`config.mk`:
```
export PLATFORM = sky130hd
export DESIGN_NAME = event_blinker
export DESIGN_NICKNAME = d
export VERILOG_FILES = /design/src/rtl/event_blinker.sv
export SDC_FILE = /design/constraint.sdc
export NUM_CORES = 1
export LEC_CHECK = 0
export CORE_MARGIN = 4
export CORE_UTILIZATION = 55
export CTS_CLUSTER_SIZE = 40
export DETAILED_ROUTE_END_ITERATION = 10
export GPL_TIMING_DRIVEN = 1
export PLACE_DENSITY = 0.83
export SYNTH_ARGS = -nofsm -noshare
export SYNTH_HDL_FRONTEND = slang
export SYNTH_SLANG_ARGS = --single-unit
export TNS_END_PERCENT = 20
```
`constraint.sdc`:
```
create_clock -name clk -period 4.84 [get_ports clk]
set_input_delay 0.968 -clock clk [delete_from_list [all_inputs] [get_ports clk]]
set_output_delay 0.968 -clock clk [all_outputs]
set_load 0.1 [all_outputs]
```
`src/rtl/event_blinker.sv`:
```
// event_blinker
//   Turns one-tick event pulses into LED blinks. Each accepted event gives one
//   blink: ON_TIME cycles lit, then OFF_TIME cycles dark. Events that arrive
//   while a blink is running are queued in a saturating pending counter. Each
//   queued event later gives its own blink, so fast presses stay separate.
//
// Ports
//   clk      system clock
//   rst_n    asynchronous active-low reset
//   ev       event pulse, one tick per event
//   clr      synchronous clear of the pending queue (running blink completes)
//   led      registered LED drive, high only while in ON
//   busy     high while a blink runs or events are queued
//   pending  number of queued events not yet started
//   ovf      one-cycle pulse when an event is dropped because the queue is full
module event_blinker #(
  parameter int unsigned ON_TIME  = 10_000_000,
  parameter int unsigned OFF_TIME = 10_000_000,
  parameter int unsigned MAX_PEND = 15,
  localparam int unsigned TMAX    = (ON_TIME > OFF_TIME) ? ON_TIME : OFF_TIME,
  localparam int unsigned PW      = $clog2(MAX_PEND + 1),
  localparam int unsigned TW      = $clog2(TMAX + 1)
) (
  input  logic          clk,
  input  logic          rst_n,
  input  logic          ev,
  input  logic          clr,
  output logic          led,
  output logic          busy,
  output logic [PW-1:0] pending,
  output logic          ovf
);

  typedef enum logic [1:0] {
    S_IDLE,
    S_ON,
    S_OFF
  } state_t;

  // The timer holds the cycles left after the current one. Loading N-1 on
  // entry and leaving at zero keeps each state for exactly N cycles.
  localparam logic [TW-1:0] ON_LOAD  = TW'(ON_TIME - 1);
  localparam logic [TW-1:0] OFF_LOAD = TW'(OFF_TIME - 1);
  localparam logic [PW-1:0] PEND_MAX = PW'(MAX_PEND);

  state_t          state_q, state_d;
  logic [TW-1:0]   timer_q, timer_d;
  logic [PW-1:0]   pend_q, pend_d;
  logic            led_d;
  logic            ovf_d;
  logic            deq;

  // State, timer and registered outputs
  always_ff @(posedge clk or negedge rst_n) begin
    if (!rst_n) begin
      state_q <= S_IDLE;
      timer_q <= '0;
      pend_q  <= '0;
      led     <= 1'b0;
      ovf     <= 1'b0;
    end else begin
      state_q <= state_d;
      timer_q <= timer_d;
      pend_q  <= pend_d;
      led     <= led_d;
      ovf     <= ovf_d;
    end
  end

  // Next state and timer. deq marks the edge where a queued event starts its blink.
  always_comb begin
    state_d = state_q;
    timer_d = timer_q;
    deq     = 1'b0;
    unique case (state_q)
      S_IDLE: begin
        if (pend_q != '0) begin
          state_d = S_ON;
          timer_d = ON_LOAD;
          deq     = 1'b1;
        end
      end
      S_ON: begin
        if (timer_q == '0) begin
          state_d = S_OFF;
          timer_d = OFF_LOAD;
        end else begin
          timer_d = timer_q - TW'(1);
        end
      end
      S_OFF: begin
        if (timer_q == '0) begin
          if (pend_q != '0) begin
            // Start the next blink at once, with no IDLE cycle between blinks.
            state_d = S_ON;
            timer_d = ON_LOAD;
            deq     = 1'b1;
          end else begin
            state_d = S_IDLE;
          end
        end else begin
          timer_d = timer_q - TW'(1);
        end
      end
      default: begin
        state_d = S_IDLE;
        timer_d = '0;
      end
    endcase
  end

  // Pending queue. clr wins over everything and drops a coincident ev. A dequeue
  // on the same edge still starts its blink because deq comes from the FSM.
  always_comb begin
    pend_d = pend_q;
    ovf_d  = 1'b0;
    if (clr) begin
      pend_d = '0;
    end else if (ev && !deq) begin
      if (pend_q == PEND_MAX) begin
        ovf_d = 1'b1;
      end else begin
        pend_d = pend_q + PW'(1);
      end
    end else if (!ev && deq) begin
      pend_d = pend_q - PW'(1);
    end
  end

  // led is taken from the next state so the pin is a plain flop output.
  always_comb begin
    led_d = (state_d == S_ON);
  end

  assign pending = pend_q;
  assign busy    = (state_q != S_IDLE) || (pend_q != '0);

endmodule

```
==> impl_metrics.csv, run 1 <==
group,metric,value,unit
timing,setup_viol,0,
setup_path,cp.depth,3,
logic_synthesis,synth_edf_count,0,
run,drv_cap,0,
logic_synthesis,ys_seq_area_frac,0.3946,
route,drt-wirelength-per-cell,15.11,um
route,drt-initial-drc-count,149,
final_layout,n_antenna_cell,0,
floorplanning,fp.dieArea,0.004726,mm2
timing,worst_pin_slew,1069,ps
final_layout,final_layout_size_suffix_gt1_frac,0.06695,
status,status,"completed",
grt,grt_pass1_wl,7686,um
logic_synthesis,ys_warn_count,0,
timing,tns,0,ps
logic_synthesis,synth_cell_types,51,
place,port_buffers,10,
setup_path,worst_path_dominant_cell_family,"buffers and inverters",
timing,drv_slew,0,
logic_synthesis,syn_area_per_cell,8.824,um2
logic_synthesis,syn_nets,238,
setup_path,crit_start,"pending[0]",
floorplanning,start_util,0.5896,
cts,htree_levels,2,
route,drt_pass1_iterations,4,
setup_path,r2r_cells,10,
cts,cts-root-buf,"clkbuf_8",
grt,overflow,0,
timing,fin_crit_sh,0.7870,
cts,cts_buffers,5,
floorplanning,rows,21,
place,placed_cell_area,0.002150,mm2
power,power_density,383.6,mW/mm2
setup_path,crit_end,"busy",
timing,finalHoldViolCount,0,
logic_synthesis,syn_inst,230,
floorplanning,die_h,68.75,um
cts,clock_sinks,32,
place,dp_hpwl,3097,um
route,drc,0,
final_layout,nets,246,
setup_path,cp_max_fo,9,
route,routed_wl,4306,um
final_layout,final_cell_mix,"dfrtp_1 (32), nor2_1 (31), o21ai_0 (19)",
logic_synthesis,yosys_most_used_dff,"dfrtp_1",
timing,holdWs,482.0,ps
cts,worst_skew_pair.late_latency,280,ps
place,gp_congestion,0.8192,
final_layout,fin_util,0.6507,
cts,clk_path_buf_depth,2,
place,dp_cells,277,
setup_path,reg2reg_from,"timer_q[15]",
setup_path,end_kind,"output pin",
logic_synthesis,ys_seq_elements,32,
floorplanning,coreArea,0.003442,mm2
cts,cts_resized,0,
grt,grt_pass1_vias,1642,
setup_path,max_stage_delay,1060,ps
timing,slew-limit-headroom,0.2823,
cts,clk_pin_slew,60,ps
final_layout,design_area,0.002240,mm2
timing,period_needed,3809,ps
place,pre_cts_ws,1353,ps
timing,worst_slack,1031,ps
logic_synthesis,synthArstFlopShare,1.000,
setup_path,critPathArrivalTime,2840,ps
timing,rsz0062_at_grt,"no",
setup_path,r2r_setup_slack,1650,ps
cts,tritoncts,"yes",
logic_synthesis,syn_area,0.002029,mm2
setup_path,start_kind,"register",
grt,antenna_found_initial,0,
hold_path,holdCritPathClass,"reg2reg",
setup_path,cp_num_buf_inv,1,
setup_path,required,3870,ps
timing,fin_worst_skew,7.716,ps
power,power_leakage,0.8539,nW
timing,fmax,262.5,MHz
setup_path,r2r_end,"pending[3]",
cts,post-cts-setup-buffer-count,0,
route,viasPerCell,6.021,
route,vias,1716,
setup_path,crit_slowest_cell,"clkdlybuf4s50_1",
setup_path,worstSetupPathType,"reg2out",
floorplanning,die_x,68.75,um
final_layout,area_growth,10.36,%
floorplanning,ioPinCount,11,
final_layout,layout_commonest_cell,"dfrtp_1",
power,vdd_drop_max,0.0002437,V
cts,cts_hold_buf,0,
route,ant_nets,0,
final_layout,final_cells,285,
grt,gr-usage-all-layers,0.2167,
grt,grt_max_degree,33,
setup_path,crit_chain,"or4_1, nand2b_1, clkdlybuf4s50_1",
power,power,859.2,uW
[state kept, by name, indices dropped and copies added, names as in the netlist]
| name | count |
|---|---|
| state_q | 2 |
| pending | 4 |
| timer_q | 24 |
| ovf | 1 |
| led | 1 |
[per-layer routing]
layer  vias to the layer above  global-route usage  share of wire  wire [um]
li1                        861                   -              -          -
met1                       815              0.3029           0.48       2084
met2                        34              0.3206           0.46       1991
met3                         6             0.04700          0.039        169
met4                         0             0.09732          0.014         61
met5                         -                   0              0          0
[worst min path at each step]
stage | endpoint | start | slack, ps | depth (start not counted)
floorplan | timer_q[17] | timer_q[17] | 450 | 1
global placement | timer_q[22] | timer_q[22] | 470 | 1
detailed placement | timer_q[22] | timer_q[22] | 470 | 1
CTS | timer_q[22] | timer_q[22] | 490 | 1
global route | timer_q[22] | timer_q[22] | 510 | 1
finish | timer_q[17] | timer_q[17] | 480 | 1
[Yosys cell counts, drive strengths merged (5+ instances only)]
master	n	area, um2
nand2b	6	37.54
nor4	6	73.82
nor2b	5	31.28
a21oi	13	76.33
dfrtp	32	800.8
nand4	5	31.28
nor3	12	65.06
nand2	15	56.30
clkbuf	6	22.52
inv	10	37.54
xor2	5	43.79
nor2	31	116.4
o21ai	22	110.1
a211oi	7	52.55
[cell type report]
type / instances / area (um2)
Fill cell: 283 / 1202
Multi-Input combinational cell: 178 / 1146
Sequential cell: 32 / 800.8
Timing Repair Buffer: 11 / 107.6
Clock buffer: 8 / 90.09
Tap cell: 46 / 57.56
Inverter: 10 / 37.54
[report_power, final]
group          total [mW]  internal, mW  switching [mW]  leakage [nW]
Combinational       0.244         0.104           0.140         0.421
Sequential          0.403         0.322          0.0810         0.387
Clock               0.212         0.116          0.0959        0.0455
[cells by family after synthesis]
logic type,Yosys count,share of synthesized area
fa+ha+maj,5,0.02959
simple gates,97,0.2620
mux,2,0.01048
buf+inv,20,0.04069
xor+xnor,9,0.03884
flops,32,0.3946
compound gates,65,0.2238
(Power assumes the default switching activity.)
==> run 2, diff against run 1 <==
==> constraint.sdc (replaced) <==
create_clock -name clk -period 3.9 [get_ports clk]
set_input_delay 0.78 -clock clk [delete_from_list [all_inputs] [get_ports clk]]
set_output_delay 0.78 -clock clk [all_outputs]
set_load 0.1 [all_outputs]
==> run 2 against run 1 <==
Utilization is 0.33 points higher. Via count is 4.5% higher. Worst setup slack worse by 190 ps. Non-clock buffer count up 1. First-iteration DRC count decreased by 28%. Worst hold slack better by 0.60 ps. Routed wire length grew 2.8%. Cell count did not move. Register-to-register slack lost 810 ps. Sequential power is 25% higher. Clock-buffer cell count is 1 lower. Critical endpoint is now pending[3].
==> impl_metrics.csv, run 2 (synthesized netlist as in run 1, its figures left out) <==
group,metric,value,unit
grt,grt_pass1_wl,7879,um
grt,gr-usage-all-layers,0.2247,
hold_path,whs_path_depth,1,
cts,clk_path_buf_depth,2,
place,gp_congestion,0.8244,
place,port_buffers,10,
floorplanning,rows,21,
floorplanning,ioPinCount,11,
timing,tns,0,ps
cts,clock_sinks,32,
grt,overflow,0,
final_layout,final_cell_mix,"dfrtp_1 (32), nor2_1 (31), o21ai_0 (19)",
route,routed_wl,4426,um
route,drt-wirelength-per-cell,15.53,um
cts,htree_levels,2,
setup_path,critPathArrivalTime,3230,ps
hold_path,min_from,"timer_q[17]",
cts,clk_pin_slew,60,ps
cts,worst_skew_pair.late_latency,280,ps
route,drt_pass1_iterations,4,
route,drc,0,
final_layout,fillers,297,
place,dp_hpwl,3139,um
power,p_sw,394.2,uW
route,ant_nets,0,
cts,cts_buffers,5,
timing,worst_pin_slew,965.7,ps
timing,setup_viol,0,
floorplanning,fp.dieArea,0.004726,mm2
timing,fin_worst_skew,2.809,ps
timing,fmax,326.5,MHz
setup_path,start_kind,"register",
floorplanning,die_x,68.75,um
timing,finalHoldViolCount,0,
cts,cts_hold_buf,0,
power,vdd_drop_max,0.0002885,V
final_layout,largest_reg_flops,24,
cts,post-cts-setup-buffer-count,0,
floorplanning,die_h,68.75,um
power,power_leakage,0.8639,nW
setup_path,required,4070,ps
cts,cts_resized,0,
power,power_density,479.8,mW/mm2
hold_path,hold_end,"timer_q[17]",
cts,tritoncts,"yes",
place,pre_cts_ws,797.7,ps
final_layout,layout_commonest_cell,"dfrtp_1",
power,pwr-share-seq,0.466,
grt,antenna_found_initial,0,
setup_path,cp_max_fo,7,
status,status,"completed",
route,drt-initial-drc-count,107,
timing,worst_slack,836.8,ps
power,p_int,685.8,uW
power,clkPwrFrac,0.253,
power,power.share.switching,0.3650,
route,vias,1793,
timing,drv_slew,0,
setup_path,worstSetupPathType,"reg2reg",
setup_path,end_kind,"register",
final_layout,final_layout_size_suffix_gt1_frac,0.07950,
power,combPwrFrac,0.281,
hold_path,holdCritPathClass,"reg2reg",
final_layout,area_growth,10.91,%
grt,grt_max_degree,33,
floorplanning,coreArea,0.003442,mm2
final_layout,largest-register,"timer_q",
route,viasPerCell,6.291,
grt,grt_pass1_vias,1726,
timing,period_needed,3063,ps
setup_path,r2r_cells,10,
final_layout,n_antenna_cell,0,
timing,rsz0062_at_grt,"no",
timing,slew-limit-headroom,0.3542,
cts,cts-root-buf,"clkbuf_8",
final_layout,fin_util,0.6539,
run,drv_cap,0,
timing,holdWs,482.5,ps
setup_path,r2r_setup_slack,840,ps
final_layout,nets,247,
setup_path,r2r_end,"pending[3]",
floorplanning,start_util,0.5896,
setup_path,reg2reg_from,"timer_q[6]",
timing,fin_crit_sh,0.7854,
==> run 2: cell count changes in the layout (fill, tap and decap cells not counted), sizes merged <==
cell           delta
buf               +2
clkbuf            -1
clkdlybuf4s50     -1
==> run 2: worst max-delay path, cell delays in order, from the launching register on <==
cell	delay [ps]
dfrtp_1	460
nor4_4	460
and4_4	320
a21oi_4	90
o21ai_0	360
ha_1	340
o21a_1	120
a211oi_1	190
o21ai_0	110
a21boi_1	170
mux2_1	330
==> run 2: how the worst max path moves through the flow <==
stage,slack [ps],endpoint,start
floorplan,660,busy,pending[1]
global placement,860,pending[3],ev
detailed placement,800,pending[3],ev
CTS,820,pending[3],timer_q[6]
global route,600,pending[3],timer_q[2]
finish,840,pending[3],timer_q[6]
==> run 2: power by group through the flow <==
stage | Combinational (mW) | Clock [mW] | Sequential (mW)
2_1_floorplan | 0.209 | 0 | 0.519
3_3_place_gp | 0.291 | 0 | 0.503
3_5_place_dp | 0.300 | 0 | 0.505
4_1_cts | 0.302 | 0.281 | 0.501
5_1_grt | 0.345 | 0.301 | 0.517
6_report | 0.304 | 0.273 | 0.503
==> run 2: area by class of cell <==
class	instances	area [um2]	share of cell area
Timing Repair Buffer	12	112.6	0.05003
Clock buffer	7	96.34	0.04280
Multi-Input combinational cell	178	1146	0.5092
Sequential cell	32	800.8	0.3558
Tap cell	46	57.56	0.02557
Inverter	10	37.54	0.01668
==> run 2: per-stage QoR <==
stage               power (mW)  cell area (um2)  std cells
finish                   1.080             2251        285
detailed placement      0.8055             2155        278
global placement        0.7944             2155        278
CTS                      1.084             2251        285
floorplan               0.7280             2029        230
global route             1.163             2251        285
==> run 2: layer usage <==
metal | global-route usage | routed length (um) | up-vias
met3 | 0.06159 | 244 | 8
met1 | 0.2824 | 1992 | 861
met5 | 0 | 0 | -
met2 | 0.3707 | 2149 | 53
met4 | 0.07786 | 40 | 0
li1 | - | - | 871
==> run 3, diff against run 2 <==
--- a/config.mk
+++ b/config.mk
@@ -6,11 +6,11 @@
 export NUM_CORES = 1
 export LEC_CHECK = 0
 export CORE_MARGIN = 4
-export CORE_UTILIZATION = 55
+export CORE_UTILIZATION = 54
 export CTS_CLUSTER_SIZE = 40
 export DETAILED_ROUTE_END_ITERATION = 10
 export GPL_TIMING_DRIVEN = 1
-export PLACE_DENSITY = 0.83
+export PLACE_DENSITY = 0.85
 export SYNTH_ARGS = -nofsm -noshare
 export SYNTH_HDL_FRONTEND = slang
 export SYNTH_SLANG_ARGS = --single-unit
==> constraint.sdc (replaced) <==
create_clock -name clk -period 2.7 [get_ports clk]
set_input_delay 0.54 -clock clk [delete_from_list [all_inputs] [get_ports clk]]
set_output_delay 0.54 -clock clk [all_outputs]
set_load 0.1 [all_outputs]
==> run 3 against run 2 <==
Flip-flop and latch count did not move. Clock skew rose by 6.9 ps. Worst hold slack improved by 14 ps. Final area rose by 11%. Worst setup slack got worse by 730 ps. Clock-buffer cell count fell by 2. Die area rose by 1.6%. Sequential power rose by 38%. Maximum frequency rose by 18%. Global-route usage fell by 0.13 points. Largest power group unchanged.
==> impl_metrics.csv, run 3 (synthesized netlist as in run 1, its figures left out) <==
group,metric,value,unit
status,status,"completed",
route,drc,0,
power,p_int,1.121,mW
grt,grt_pass1_wl,8756,um
timing,fin_crit_sh,0.9589,
route,drt_pass1_iterations,4,
cts,clock_sinks,32,
setup_path,end_kind,"register",
cts,tritoncts,"yes",
power,vdd_drop_max,0.0004078,V
power,p_sw,626.8,uW
final_layout,fillers,291,
setup_path,worstSetupPathType,"reg2reg",
cts,htree_levels,2,
floorplanning,fp.dieArea,0.004803,mm2
grt,antenna_found_initial,0,
timing,drv_slew,0,
grt,grt_pass1_vias,1847,
timing,slew-limit-headroom,0.3054,
power,combPwrFrac,0.337,
setup_path,start_kind,"register",
place,dp_cells,302,
hold_path,holdCritPathClass,"reg2reg",
timing,setup_viol,0,
place,port_buffers,10,
setup_path,max_stage_delay,440,ps
final_layout,largest_reg_flops,24,
setup_path,cp_num_buf_inv,0,
floorplanning,ioPinCount,11,
final_layout,layout_commonest_cell,"buf_4",
place,gp_congestion,0.9016,
setup_path,required,2870,ps
place,dp_hpwl,3538,um
timing,rsz0062_at_grt,"yes",
grt,overflow,0,
timing,period_needed,2589,ps
power,power_leakage,1.006,nW
setup_path,crit_slowest_cell,"dfrtp_1",
route,drt-wirelength-per-cell,15.97,um
route,vias,1917,
final_layout,n_antenna_cell,0,
power,power.share.switching,0.3587,
setup_path,critPathArrivalTime,2760,ps
grt,grt_max_degree,33,
floorplanning,rows,22,
final_layout,largest-register,"timer_q",
power,clkPwrFrac,0.267,
grt,gr-usage-all-layers,0.2234,
power,pwr-share-seq,0.396,
route,ant_nets,0,
final_layout,final_cells,312,
power,power,1.747,mW
cts,clk_path_buf_depth,2,
route,viasPerCell,6.144,
cts,clk_pin_slew,80,ps
run,drv_cap,0,
cts,cts_buffers,5,
timing,worst_pin_slew,1042,ps
timing,tns,0,ps
floorplanning,die_h,69.31,um
timing,fin_worst_skew,9.748,ps
cts,cts-root-buf,"clkbuf_8",
final_layout,nets,271,
floorplanning,coreArea,0.003633,mm2
final_layout,final_cell_mix,"buf_4 (32), nor2_1 (31), dfrtp_1 (28)",
floorplanning,die_x,69.31,um
route,drt-initial-drc-count,147,
timing,fmax,386.2,MHz
cts,worst_skew_pair.late_latency,290,ps
power,power_density,697.6,mW/mm2
setup_path,cp_max_fo,5,
route,routed_wl,4984,um
final_layout,final_layout_size_suffix_gt1_frac,0.2348,
setup_path,worst_path_dominant_cell_family,"compound AO/OA/AOI/OAI gates",
timing,finalHoldViolCount,0,
setup_path,crit_chain,"nor4_4, and4_4, a21oi_4, o21ai_4, ha_4, o21a_1, a211oi_1, o21ai_1, a21boi_1, mux2_1",
floorplanning,start_util,0.5585,
final_layout,area_growth,23.43,%
[run 3: area by class of cell]
type | count | area, um2 | share of cell area
Inverter | 10 | 37.54 | 0.01499
Timing Repair Buffer | 36 | 290.3 | 0.1159
Clock buffer | 5 | 68.82 | 0.02747
Sequential cell | 32 | 810.8 | 0.3237
Tap cell | 48 | 60.06 | 0.02398
Clock inverter | 3 | 42.54 | 0.01698
Multi-Input combinational cell | 178 | 1195 | 0.4770
[run 3: worst register-to-register path, stage by stage (launching register included)]
cell and delay (ps):
dfrtp_1 440, nor4_4 370, and4_4 320, a21oi_4 70, o21ai_4 190, ha_4 240, o21a_1 100, a211oi_1 160
o21ai_1 100, a21boi_1 160, mux2_1 330
[run 3: metrics by stage]
step	instance area, um2	util	worst slack, ps	hold slack (ps)
floorplan	2064	-	-64.03	244.4
global placement	2347	0.6460	106.9	474.8
detailed placement	2347	0.6460	43.06	475.6
CTS	2459	0.6767	0.9157	490.4
global route	2505	0.6894	-23.90	518.3
finish	2505	0.6894	110.9	496.3
[run 3: final timing paths]
check                           slack (ps)     endpoint         from  cells past startpoint
worst max-delay path                   110   pending[3]   timer_q[7]                     10
worst min-delay path                   500  timer_q[17]  timer_q[17]                      1
worst max register to register         110   pending[3]   timer_q[7]                     10
worst min register to register         500  timer_q[17]  timer_q[17]                      1
max in group asynchronous             1720   pending[1]        rst_n                      2
min in group asynchronous              650  timer_q[14]        rst_n                      2
[run 3: power by group through the flow]
| stage | sequential [mW] | clock, mW | combinational (mW) |
|---|---|---|---|
| finish | 0.692 | 0.466 | 0.589 |
| global route | 0.708 | 0.497 | 0.658 |
| CTS | 0.685 | 0.474 | 0.579 |
| detailed placement | 0.692 | 0 | 0.577 |
| global placement | 0.685 | 0 | 0.561 |
| floorplan | 0.754 | 0 | 0.315 |
[run 3: what timing repair did]
| item | 4_1_cts | 5_1_grt |
|---|---|---|
| resized for setup | 0 | 6 |
| endpoints found under the setup margin | 0 | 2 |
| hold buffers | 0 | 0 |
| buffers inserted | 0 | 2 |
[run 3: metal layers]
metal	track usage	part of all wire	vias to the layer above	wire, um
met5	0	0	-	0
met4	0.09978	0.019	0	96
met3	0.04348	0.063	12	315
met2	0.3453	0.47	60	2353
met1	0.3031	0.45	929	2219
li1	-	-	916	-
